## config.mk

```make
export PLATFORM = sky130hd
export DESIGN_NAME = even_odd_router
export DESIGN_NICKNAME = d
export VERILOG_FILES = /design/src/rtl/even_odd_router.sv
export SDC_FILE = /design/constraint.sdc
export NUM_CORES = 1
export LEC_CHECK = 0
export BUFFER_PORTS_ARGS = -buffer_cell sky130_fd_sc_hd__buf_2
export CORE_ASPECT_RATIO = 1.1
export CORE_MARGIN = 2
export CORE_UTILIZATION = 54
export DETAILED_ROUTE_END_ITERATION = 8
export PLACE_DENSITY_LB_ADDON = 0.3
export SLEW_MARGIN = 40
export SYNTH_ARGS = -nofsm -noshare
export SYNTH_HDL_FRONTEND = slang
export SYNTH_SLANG_ARGS = --single-unit
```

## constraint.sdc

```tcl
create_clock -name clk -period 8.5 [get_ports clk]
set_input_delay 1.7 -clock clk [delete_from_list [all_inputs] [get_ports clk]]
set_output_delay 1.7 -clock clk [all_outputs]
set_load 0.1 [all_outputs]
```

## src/rtl/even_odd_router.sv

```systemverilog
// Parity router: steers each accepted number into an EVEN or ODD first-word-fall-through FIFO
// and keeps saturating per-class acceptance counts.

module even_odd_router_fifo #(
  parameter int DATA_W = 16,
  parameter int DEPTH  = 4
) (
  input  logic              clk,
  input  logic              rst,
  input  logic              push,
  input  logic              pop,
  input  logic [DATA_W-1:0] din,
  output logic              full,
  output logic              valid,
  output logic [DATA_W-1:0] dout
);
  localparam int AW = $clog2(DEPTH);
  localparam int CW = $clog2(DEPTH + 1);

  logic [DATA_W-1:0] mem [DEPTH];
  logic [AW-1:0]     wr_ptr;
  logic [AW-1:0]     rd_ptr;
  logic [CW-1:0]     count;
  logic [DATA_W-1:0] last_q;

  // Head is visible as soon as it is written; when empty the last popped word is held.
  assign full  = (count == CW'(DEPTH));
  assign valid = (count != '0);
  assign dout  = valid ? mem[rd_ptr] : last_q;

  always_ff @(posedge clk or posedge rst) begin
    if (rst) begin
      wr_ptr <= '0;
      rd_ptr <= '0;
      count  <= '0;
      last_q <= '0;
      for (int i = 0; i < DEPTH; i++) mem[i] <= '0;
    end else begin
      if (push) begin
        mem[wr_ptr] <= din;
        wr_ptr      <= wr_ptr + AW'(1);
      end
      if (pop) begin
        last_q <= mem[rd_ptr];
        rd_ptr <= rd_ptr + AW'(1);
      end
      case ({push, pop})
        2'b10:   count <= count + CW'(1);
        2'b01:   count <= count - CW'(1);
        default: count <= count;
      endcase
    end
  end
endmodule

module even_odd_router #(
  parameter int DATA_W = 16,
  parameter int DEPTH  = 4,
  parameter int CNT_W  = 16
) (
  input  logic              clk,
  input  logic              rst,
  input  logic              in_valid,
  output logic              in_ready,
  input  logic [DATA_W-1:0] num,
  output logic              even_valid,
  input  logic              even_ready,
  output logic [DATA_W-1:0] even_data,
  output logic              odd_valid,
  input  logic              odd_ready,
  output logic [DATA_W-1:0] odd_data,
  input  logic              cnt_clr,
  output logic [CNT_W-1:0]  even_cnt,
  output logic [CNT_W-1:0]  odd_cnt
);
  logic even_full;
  logic odd_full;
  logic accept;
  logic push_e;
  logic push_o;
  logic pop_e;
  logic pop_o;

  function automatic logic [CNT_W-1:0] sat_inc(input logic [CNT_W-1:0] v);
    return (&v) ? v : v + CNT_W'(1);
  endfunction

  // Backpressure looks only at stored occupancy, so a same-cycle pop never frees a full slot.
  assign in_ready = !rst && !even_full && !odd_full;
  assign accept   = in_valid && in_ready;
  assign push_e   = accept && !num[0];
  assign push_o   = accept &&  num[0];
  assign pop_e    = even_valid && even_ready;
  assign pop_o    = odd_valid  && odd_ready;

  even_odd_router_fifo #(.DATA_W(DATA_W), .DEPTH(DEPTH)) u_even (
    .clk   (clk),
    .rst   (rst),
    .push  (push_e),
    .pop   (pop_e),
    .din   (num),
    .full  (even_full),
    .valid (even_valid),
    .dout  (even_data)
  );

  even_odd_router_fifo #(.DATA_W(DATA_W), .DEPTH(DEPTH)) u_odd (
    .clk   (clk),
    .rst   (rst),
    .push  (push_o),
    .pop   (pop_o),
    .din   (num),
    .full  (odd_full),
    .valid (odd_valid),
    .dout  (odd_data)
  );

  // Clear wins over a concurrent accept.
  always_ff @(posedge clk or posedge rst) begin
    if (rst) begin
      even_cnt <= '0;
      odd_cnt  <= '0;
    end else if (cnt_clr) begin
      even_cnt <= '0;
      odd_cnt  <= '0;
    end else begin
      if (push_e) even_cnt <= sat_inc(even_cnt);
      if (push_o) odd_cnt  <= sat_inc(odd_cnt);
    end
  end
endmodule
```

==> out/qor.yml, run 1 <==
syn_avg_cell_area_um2: 13.73
setup_violations: 0
core-area_mm2: 0.01761
avgViaCountPerCell: 5.720
yosysTopAreaCell: "dfrtp_1"
cp-start-kind: "input pin"
arrival_ns: 2.83
clock_latency_ns: 0.50
synth_warnings: 0
final_cell_mix: "dfrtp_1 (203), mux2_2 (161), buf_2 (88)"
die_x_um: 131.5
timing.final.ws_setup_ns: 3.972
hold_class: "reg -> reg"
overflow: 0
grt_max_degree: 89
io_buffers: 88
crit_fanout: 19
root_buffer: "clkbuf_16"
synth_top_area_frac: 0.5342
synthMuxAreaShare: 0.2797
fin_worst_skew_ns: 0.01410
dpl_cell_area_mm2: 0.01023
syn_to_final_growth_pct: 13.73
ios: 89
ys_seq_area_frac: 0.5342
tns_ns: 0
cts.path.max_buffers: 3
hold_viol_final: 0
final_nets: 817
worst_slew_pin_slew_ns: 0.8300
synth_area_leaders: "dfrtp_1 (53%), mux2_2 (19%), mux4_2 (7.5%)"
grt_pass1_vias: 6242
die_h_um: 144.2
wire_per_inst_um: 19.07
report.final.slew_viol_count: 0
syn-num-nets: 739
num-fill-cells: 1358
drc_errors: 0
rsz0062_at_grt: "no"
finalWirelength_um: 19740
synth_top_family_by_area: "multiplexers"
rows: 51
synthAdderAreaFrac: 0.01971
first_pass_iters: 4
cts_made_buffers: 22
synth_cell_types: 48
synth-simple-area-share: 0.08298
place_ws_ns: 3.939
initialDrtViolationCount: 259
antenna_found_initial: 1
grt_pass1_wl_um: 32170
num_antenna_cells: 0
synth_xor_area_frac: 0.03539
cp.required_ns: 6.80
track_usage: 0.2118
netlist_area_mm2: 0.009651
outcome: "finished clean"
synth-compound-area-share: 0.01828
drive_gt1_frac: 0.4366
syn_inst: 703
relSlewSlack: 0.4453
cts_tree: "yes"
synth-seq-cells: 206
clk_transition_reported_paths_ns: 0.06
vias: 5920
cts_sinks: 206
cts_resized: 0
htree_levels: 1
final.period_utilization: 0.5327
period_minus_slack_ns: 4.528
gp_congestion: 0.8699
postCtsSetupBuffers: 0
dp_hpwl_um: 12670
ant_nets: 0
design_area_mm2: 0.01098
initial_core_util: 0.5480
dp_cells: 995
layout_commonest_cell: "dfrtp_1"
max_clock_freq_mhz: 220.8
critPathKind: "in -> out"
cap_viol_max_count: 0
final_cells: 1035
die_area_mm2: 0.01896
postCtsHoldBufs: 0
setup.worst_path.end_class: "output port"
state kept, by name, summed over array words and instances (netlist names):
register and cells:
u_odd.mem 64, u_even.last_q 16, u_odd.wr_ptr 2, even_cnt 16, u_odd.last_q 16, u_even.mem 64
u_even.rd_ptr 2, odd_cnt 16, u_even.count 3, u_odd.count 3, u_odd.rd_ptr 2, u_even.wr_ptr 2
critical path: stages:
cell,delay [ns]
buf_2,0.12
clkinvlp_4,0.40
and3_1,0.32
buf_2,0.29
metal layers:
| layer | vias up | global-route usage | routed length (um) |
|---|---|---|---|
| met1 | 3093 | 0.2661 | 8289 |
| met5 | - | 0 | 13 |
| met4 | 2 | 0.06293 | 416 |
| li1 | 2665 | - | - |
| met2 | 130 | 0.3839 | 10250 |
| met3 | 30 | 0.03190 | 768 |
worst paths after layout:
| check | slack, ns | start | endpoint | depth (start not counted) |
|---|---|---|---|---|
| max | 3.97 | rst | in_ready | 4 |
| min | 0.46 | u_odd.mem[16] | u_odd.mem[16] | 1 |
| max reg2reg | 4.79 | u_even.count[0] | u_even.count[2] | 9 |
| min reg2reg | 0.46 | u_odd.mem[16] | u_odd.mem[16] | 1 |
| max in group asynchronous | 5.23 | rst | u_odd.rd_ptr[0] | 5 |
| min in group asynchronous | 1.25 | rst | even_cnt[11] | 2 |
logic make-up after synthesis:
group	Yosys count
fa+ha+maj	14
simple gates	162
buf+inv	56
xor+xnor	39
compound gates	21
flops	206
mux	205
metrics by stage:
step                  util  hold WS, ns
floorplan                -       0.4287
global placement    0.5789       0.4445
detailed placement  0.5811       0.4485
CTS                 0.6227       0.4619
global route        0.6232       0.4888
finish              0.6232       0.4592
synthesized netlist by cell type (all sizes together):
master and number:
a211oi 4, buf 26, mux2i 3, nor3b 2
and3 4, mux4 32, or4 1, inv 17
nor2b 1, xor2 5, xnor2 34, dfrtp 206
or2 1, a21oi 3, clkbuf 12, nand3 13
nor4 7, nor4b 1, nand2 65, and4 6
nor2 35, clkinv 1, nor3 4, nand4 8
mux2 170, a311oi 1, o21ai 3, or3 2
and3b 1, or3b 2, a2111oi 8, fa 2
nand2b 3, and2 6, ha 12, o41ai 1
a41o 1
layout make-up:
class,count,area [um^2],area share
timing repair buffer,92,500.5,0.04560
tap,238,297.8,0.02713
multi-input combinational,441,4215,0.3841
clock buffer,37,688.2,0.06270
clock inverter,3,43.79,0.003990
sequential,206,5159,0.4700
inverter,18,71.32,0.006498
Power of run 1 is not shown: default switching activity piles up to over one toggle a cycle in this logic, so the estimate is an artifact.
==> run 2: changes to the inputs <==
--- a/config.mk
+++ b/config.mk
@@ -5,6 +5,7 @@
 export SDC_FILE = /design/constraint.sdc
 export NUM_CORES = 1
 export LEC_CHECK = 0
+export ABC_AREA = 1
 export BUFFER_PORTS_ARGS = -buffer_cell sky130_fd_sc_hd__buf_2
 export CORE_ASPECT_RATIO = 1.1
 export CORE_MARGIN = 2
==> constraint.sdc (replaced) <==
create_clock -name clk -period 4 [get_ports clk]
set_input_delay 0.8 -clock clk [delete_from_list [all_inputs] [get_ports clk]]
set_output_delay 0.8 -clock clk [all_outputs]
set_load 0.1 [all_outputs]
==> run 2 against run 1 <==
Final cell count up 57%. Critical endpoint is now odd_data[11]. Setup slack worse by 3.5 ns. Hold slack worse by 0.061 ns. Largest cell class unchanged. Critical path depth up 1. Clock skew is 0.0073 ns higher. Count of clock-buffer cells in the layout decreased by 2. Die area up 7.3%. Sequential share of layout area down 2.8 points. Core utilization fell by 0.88 points. Sequential cell count unchanged. Non-clock buffer count increased by 14. Critical path type is now reg -> out. Register-to-register slack got worse by 3.1 ns.
==> out/qor.yml, run 2 <==
clock_latency_ns: 0.52  # +0.02 ns
netlist_area_mm2: 0.01037  # +7.5%
root_buffer: "clkbuf_16"
syn_to_final_growth_pct: 12.34
yosysTopAreaCell: "dfrtp_1"
finalWirelength_um: 24890  # +26%
cp-start-kind: "flop"
clk_transition_reported_paths_ns: 0.06  # about the same
arrival_ns: 2.71  # -0.12 ns
initialDrtViolationCount: 849  # +230%
cap_viol_max_count: 0  # unchanged
die_h_um: 149.4  # +3.6%
max_clock_freq_mhz: 284.7
async_reset_ff_frac: 1.000  # unchanged
dp_hpwl_um: 16280  # +29%
largestRegisters: "u_even.mem x64, u_odd.mem x64"
cts_tree: "yes"
setup_violations: 0  # unchanged
grt_pass1_wl_um: 41270  # +28%
wire_per_inst_um: 15.29  # -20%
cts_resized: 0  # unchanged
grt_pass1_vias: 8118  # +30%
first_pass_iters: 5  # +1
die_area_mm2: 0.02033  # +7.3%
synth_common_cells: "nand2_1 (446), o21ai_0 (215), dfrtp_1 (206), inv_1 (84), nor2_1 (65)"
vias: 8876  # +50%
final_cells: 1628  # +57%
antenna_found_initial: 3  # +2
report.final.slew_viol_count: 0  # unchanged
gp_congestion: 0.8411  # -3.3%
hold_viol_final: 0  # unchanged
synth_area_leaders: "dfrtp_1 (50%), nand2_1 (16%), o21ai_0 (10%)"
synth_edf_count: 0  # unchanged
syn-num-nets: 1350  # +83%
syn_avg_cell_area_um2: 7.894  # -42%
cts_sinks: 206  # unchanged
ios: 89  # unchanged
core-area_mm2: 0.01897  # +7.7%
drc_errors: 0  # unchanged
cp.required_ns: 3.20  # -3.60 ns
syn_inst: 1314  # +87%
synth_top_area_frac: 0.4970  # -0.03718
synth_cell_types: 31  # -35%
htree_levels: 1  # unchanged
io_buffers: 88  # unchanged
postCtsSetupBuffers: 0  # unchanged
rsz0062_at_grt: "no"
worst_slew_pin_slew_ns: 0.8244  # -0.005608 ns
final_cell_mix: "nand2_1 (446), dfrtp_1 (206), o21ai_0 (183)"
setup.worst_path.end_class: "output port"
ant_nets: 0  # unchanged
synth-seq-cells: 206  # unchanged
synth.most_common_cell: "nand2_1"
postCtsHoldBufs: 0  # unchanged
rows: 53  # +3.9%
initial_core_util: 0.5469  # -0.001048
overflow: 0  # unchanged
fin_worst_skew_ns: 0.02141  # +0.007303 ns
ys_seq_area_frac: 0.4970  # -0.03718
drive_gt1_frac: 0.1205  # -0.3162
dp_cells: 1585  # +59%
cts.path.max_buffers: 3  # unchanged
critPathKind: "reg -> out"
hold_class: "in -> async"
relSlewSlack: 0.4498  # +0.004474
die_x_um: 136.1  # +3.6%
track_usage: 0.2502  # +0.03836
final_nets: 1399  # +71%
synth_warnings: 0  # unchanged
layout_commonest_cell: "nand2_1"
final.period_utilization: 0.8780
outcome: "finished clean"
avgViaCountPerCell: 5.452  # -4.7%
grt_max_degree: 104  # +17%
cts_made_buffers: 23  # +4.5%
crit_fanout: 29  # +10
synth_flop_cell: "dfrtp_1"
period_minus_slack_ns: 3.512
[run 2: cell count changes after synthesis, moves of 30 or more]
cell and delta:
mux4_2 -32, clkbuf_1 +33, nand3_1 +47, inv_1 +69, nor2_1 +30, mux2_2 -161
a21oi_1 +49, o21ai_0 +212, nand2_1 +385, xnor2_1 -30
[run 2: cell families after synthesis]
| family | after synthesis | share of synthesized area |
|---|---|---|
| xor gates and xnor gates | 23 | 0.01942 |
| AOI/OAI and AO/OA | 298 | 0.1536 |
| adders and majority gates | 14 | 0.01834 |
| and+or+nand+nor | 606 | 0.2417 |
| buffers and inverters | 167 | 0.06996 |
| DFF | 206 | 0.4970 |
[run 2: metrics by stage]
step | utilization | setup WS, ns | hold slack [ns] | TNS (ns) | area, um^2
floorplan | - | -1.499 | 0.4394 | -26.97 | 10380
global placement | 0.5722 | 1.106 | 0.4583 | 0 | 10850
detailed placement | 0.5751 | 1.035 | 0.4581 | 0 | 10910
CTS | 0.6140 | 0.4983 | 0.3906 | 0 | 11640
global route | 0.6144 | 0.2952 | 0.4153 | 0 | 11650
finish | 0.6144 | 0.4879 | 0.3984 | 0 | 11650
[run 2: cell type report]
class	instances	area, um^2
Antenna cell	3	7.507
Clock buffer	35	680.7
Clock inverter	5	57.56
Fill cell	1663	7313
Inverter	85	322.8
Multi-Input combinational cell	941	4492
Sequential cell	206	5155
Tap cell	247	309.0
Timing Repair Buffer	106	628.1
[run 2: worst paths after layout]
check / from / end / slack [ns] / depth (start not counted)
min: rst / u_even.wr_ptr[0] / 0.40 / 3
min reg2reg: u_odd.mem[32] / u_odd.mem[32] / 0.48 / 1
max reg2reg: u_odd.count[0] / u_odd.count[2] / 1.70 / 9
max in group asynchronous: rst / u_even.mem[5] / 2.59 / 5
max: u_odd.rd_ptr[1] / odd_data[11] / 0.49 / 5
min in group clk: u_odd.mem[32] / u_odd.mem[32] / 0.48 / 1
[run 2: critical path: stages (launching register included)]
cell	delay, ns
dfrtp_1	0.38
clkinv_1	0.58
buf_4	0.38
a32o_1	0.28
o21ai_1	0.12
buf_2	0.46
[run 2: routing by layer]
| metal | GRT usage | routed length [um] |
|---|---|---|
| met4 | 0.06406 | 462 |
| met5 | 0 | 0 |
| met3 | 0.02684 | 1328 |
| met2 | 0.3947 | 11660 |
| met1 | 0.3714 | 11440 |
Power of run 2 is left out for the same reason.
==> run 3: changes to the inputs <==
--- a/config.mk
+++ b/config.mk
@@ -9,7 +9,7 @@
 export BUFFER_PORTS_ARGS = -buffer_cell sky130_fd_sc_hd__buf_2
 export CORE_ASPECT_RATIO = 1.1
 export CORE_MARGIN = 2
-export CORE_UTILIZATION = 54
+export CORE_UTILIZATION = 45
 export DETAILED_ROUTE_END_ITERATION = 8
 export PLACE_DENSITY_LB_ADDON = 0.3
 export SLEW_MARGIN = 40
==> run 3 against run 2 <==
Core utilization fell by 10 points. Setup slack improved by 0.20 ns. Sequential share of layout area fell by 0.26 points. Wire length rose by 3.8%. Hold slack got worse by 0.024 ns. Final cell count rose by 3.3%. Final area rose by 0.59%. Non-clock buffer count fell by 5. Via count fell by 2.1%. Largest cell class unchanged.
==> out/qor.yml, run 3 (synthesis gave the netlist of run 2 again) <==
outcome: "finished clean"
finalWirelength_um: 25840  # +3.8%
cts_made_buffers: 23  # unchanged
hold_viol_final: 0  # unchanged
io_buffers: 88  # unchanged
worst_slew_pin_slew_ns: 0.7905  # -0.03392 ns
worstPathCellList: "inv_1 > buf_4 > nand2_1 > a32o_1 > o21ai_1 > buf_2"
cts_tree: "yes"
cts.path.max_buffers: 3  # unchanged
initialDrtViolationCount: 645  # -24%
cts_resized: 0  # unchanged
post-route-util: 0.5144  # -0.1000
final_cell_mix: "nand2_1 (446), dfrtp_1 (206), o21ai_0 (183)"
setup_violations: 0  # unchanged
cts_sinks: 206  # unchanged
ios: 89  # unchanged
syn_to_final_growth_pct: 13.00
layout_commonest_cell: "nand2_1"
clock_latency_ns: 0.52  # about the same
cp-start-kind: "flop"
die_area_mm2: 0.02428  # +19%
htree_levels: 1  # unchanged
cpPeakStageDelay_ns: 0.53  # -0.05 ns
cap_viol_max_count: 0  # unchanged
grt_pass1_vias: 8065  # -0.65%
root_buffer: "clkbuf_16"
p_leak_uw: 0.005726
crit_slowest_cell: "dfrtp_1"
initial_core_util: 0.4552  # -0.09171
whs_ns: 0.3743  # -0.02405 ns
period_minus_slack_ns: 3.317  # -0.1951 ns
critPathKind: "reg -> out"
max_clock_freq_mhz: 301.5  # +5.9%
hold_class: "in -> async"
fin_worst_skew_ns: 0.01748  # -0.003926 ns
drc_errors: 0  # unchanged
largestRegisters: "u_even.mem x64, u_odd.mem x64"
postCtsSetupBuffers: 0  # unchanged
grt_max_degree: 102  # -1.9%
overflow: 0  # unchanged
crit_fanout: 24  # -17%
cp.required_ns: 3.20  # about the same
report.final.slew_viol_count: 0  # unchanged
antenna_found_initial: 5  # +2
dp_hpwl_um: 16890  # +3.7%
avgViaCountPerCell: 5.172  # -5.1%
setup.worst_path.end_class: "output port"
vias: 8694  # -2.1%
relSlewSlack: 0.4724  # +0.02265
postCtsHoldBufs: 0  # unchanged
peakVddDrop_mv: 1.050
first_pass_iters: 4  # -1
die_h_um: 163.2  # +9.3%
drive_gt1_frac: 0.1193  # -0.001192
rows: 58  # +9.4%
final.period_utilization: 0.8293  # -0.04878
ant_nets: 0  # unchanged
arrival_ns: 2.52  # -0.19 ns
num-fill-cells: 2221  # +34%
wire_per_inst_um: 15.37  # +0.53%
core-area_mm2: 0.02279  # +20%
gp_congestion: 0.8732  # +3.8%
power_density_mw_per_mm2: 945.9
clk_transition_reported_paths_ns: 0.06  # about the same
grt_pass1_wl_um: 42390  # +2.7%
final_nets: 1394  # -0.36%
die_x_um: 148.8  # +9.3%
track_usage: 0.2138  # -0.03638
rsz0062_at_grt: "no"
run 3: cell count changes in the layout (fill, tap and decap cells not counted), moves of 2 or more:
cell      change
buf_4         -4
clkbuf_8      +2
clkinv_1      -2
diode_2       +3
inv_2         +2
run 3: per-layer routing:
layer	routed length, um	GRT usage	share of wire	vias up
li1	-	-	-	4342
met4	588	0.06494	0.023	0
met1	12210	0.3072	0.47	4086
met2	11770	0.3405	0.46	227
met5	0	0	0	-
met3	1276	0.02626	0.049	39
run 3: through the flow:
stage               power (uW)  TNS [ns]  instance area, um^2  worst slack [ns]  std cells
floorplan                 7867    -26.97                10380            -1.499       1314
global placement          8810         0                10890             1.039       1632
detailed placement        8922         0                10920            0.9646       1633
CTS                      11140         0                11700            0.4236       1675
global route             11760         0                11720            0.5049       1680
finish                   11090         0                11720            0.6830       1681
run 3: area by class of cell:
type	instances	area [um^2]	share of cell area
flip-flops and latches	206	5155	0.4398
multi-input cells	941	4497	0.3836
clock buffers	38	711.9	0.06074
repair buffers	101	570.5	0.04868
well taps	300	375.4	0.03202
inverters	85	322.8	0.02754
clock inverters	4	73.82	0.006298
diodes	6	15.01	0.001281
run 3: worst paths after layout:
path	from	end	slack, ns	cells after the start
max reg2reg	u_odd.count[0]	u_odd.count[2]	1.53	9
max in group asynchronous	rst	u_odd.last_q[14]	2.32	4
max	u_odd.rd_ptr[0]	odd_data[5]	0.68	6
min in group clk	u_odd.mem[0]	u_odd.mem[0]	0.48	1
min	rst	odd_cnt[2]	0.37	2
min reg2reg	u_odd.mem[0]	u_odd.mem[0]	0.48	1
run 3: critical path: cells and delay by family (launching register included):
family	cells	cell delay (ns)
simple gates	1	0.08
buf+inv	3	1.00
compound gates	2	0.38
flops	1	0.53
run 3: report_power, final:
part	switching [uW]	internal [uW]
Sequential	418	2880
Clock	851	1340
Combinational	4500	1090
Note: power is estimated with default switching activity, not from simulation.
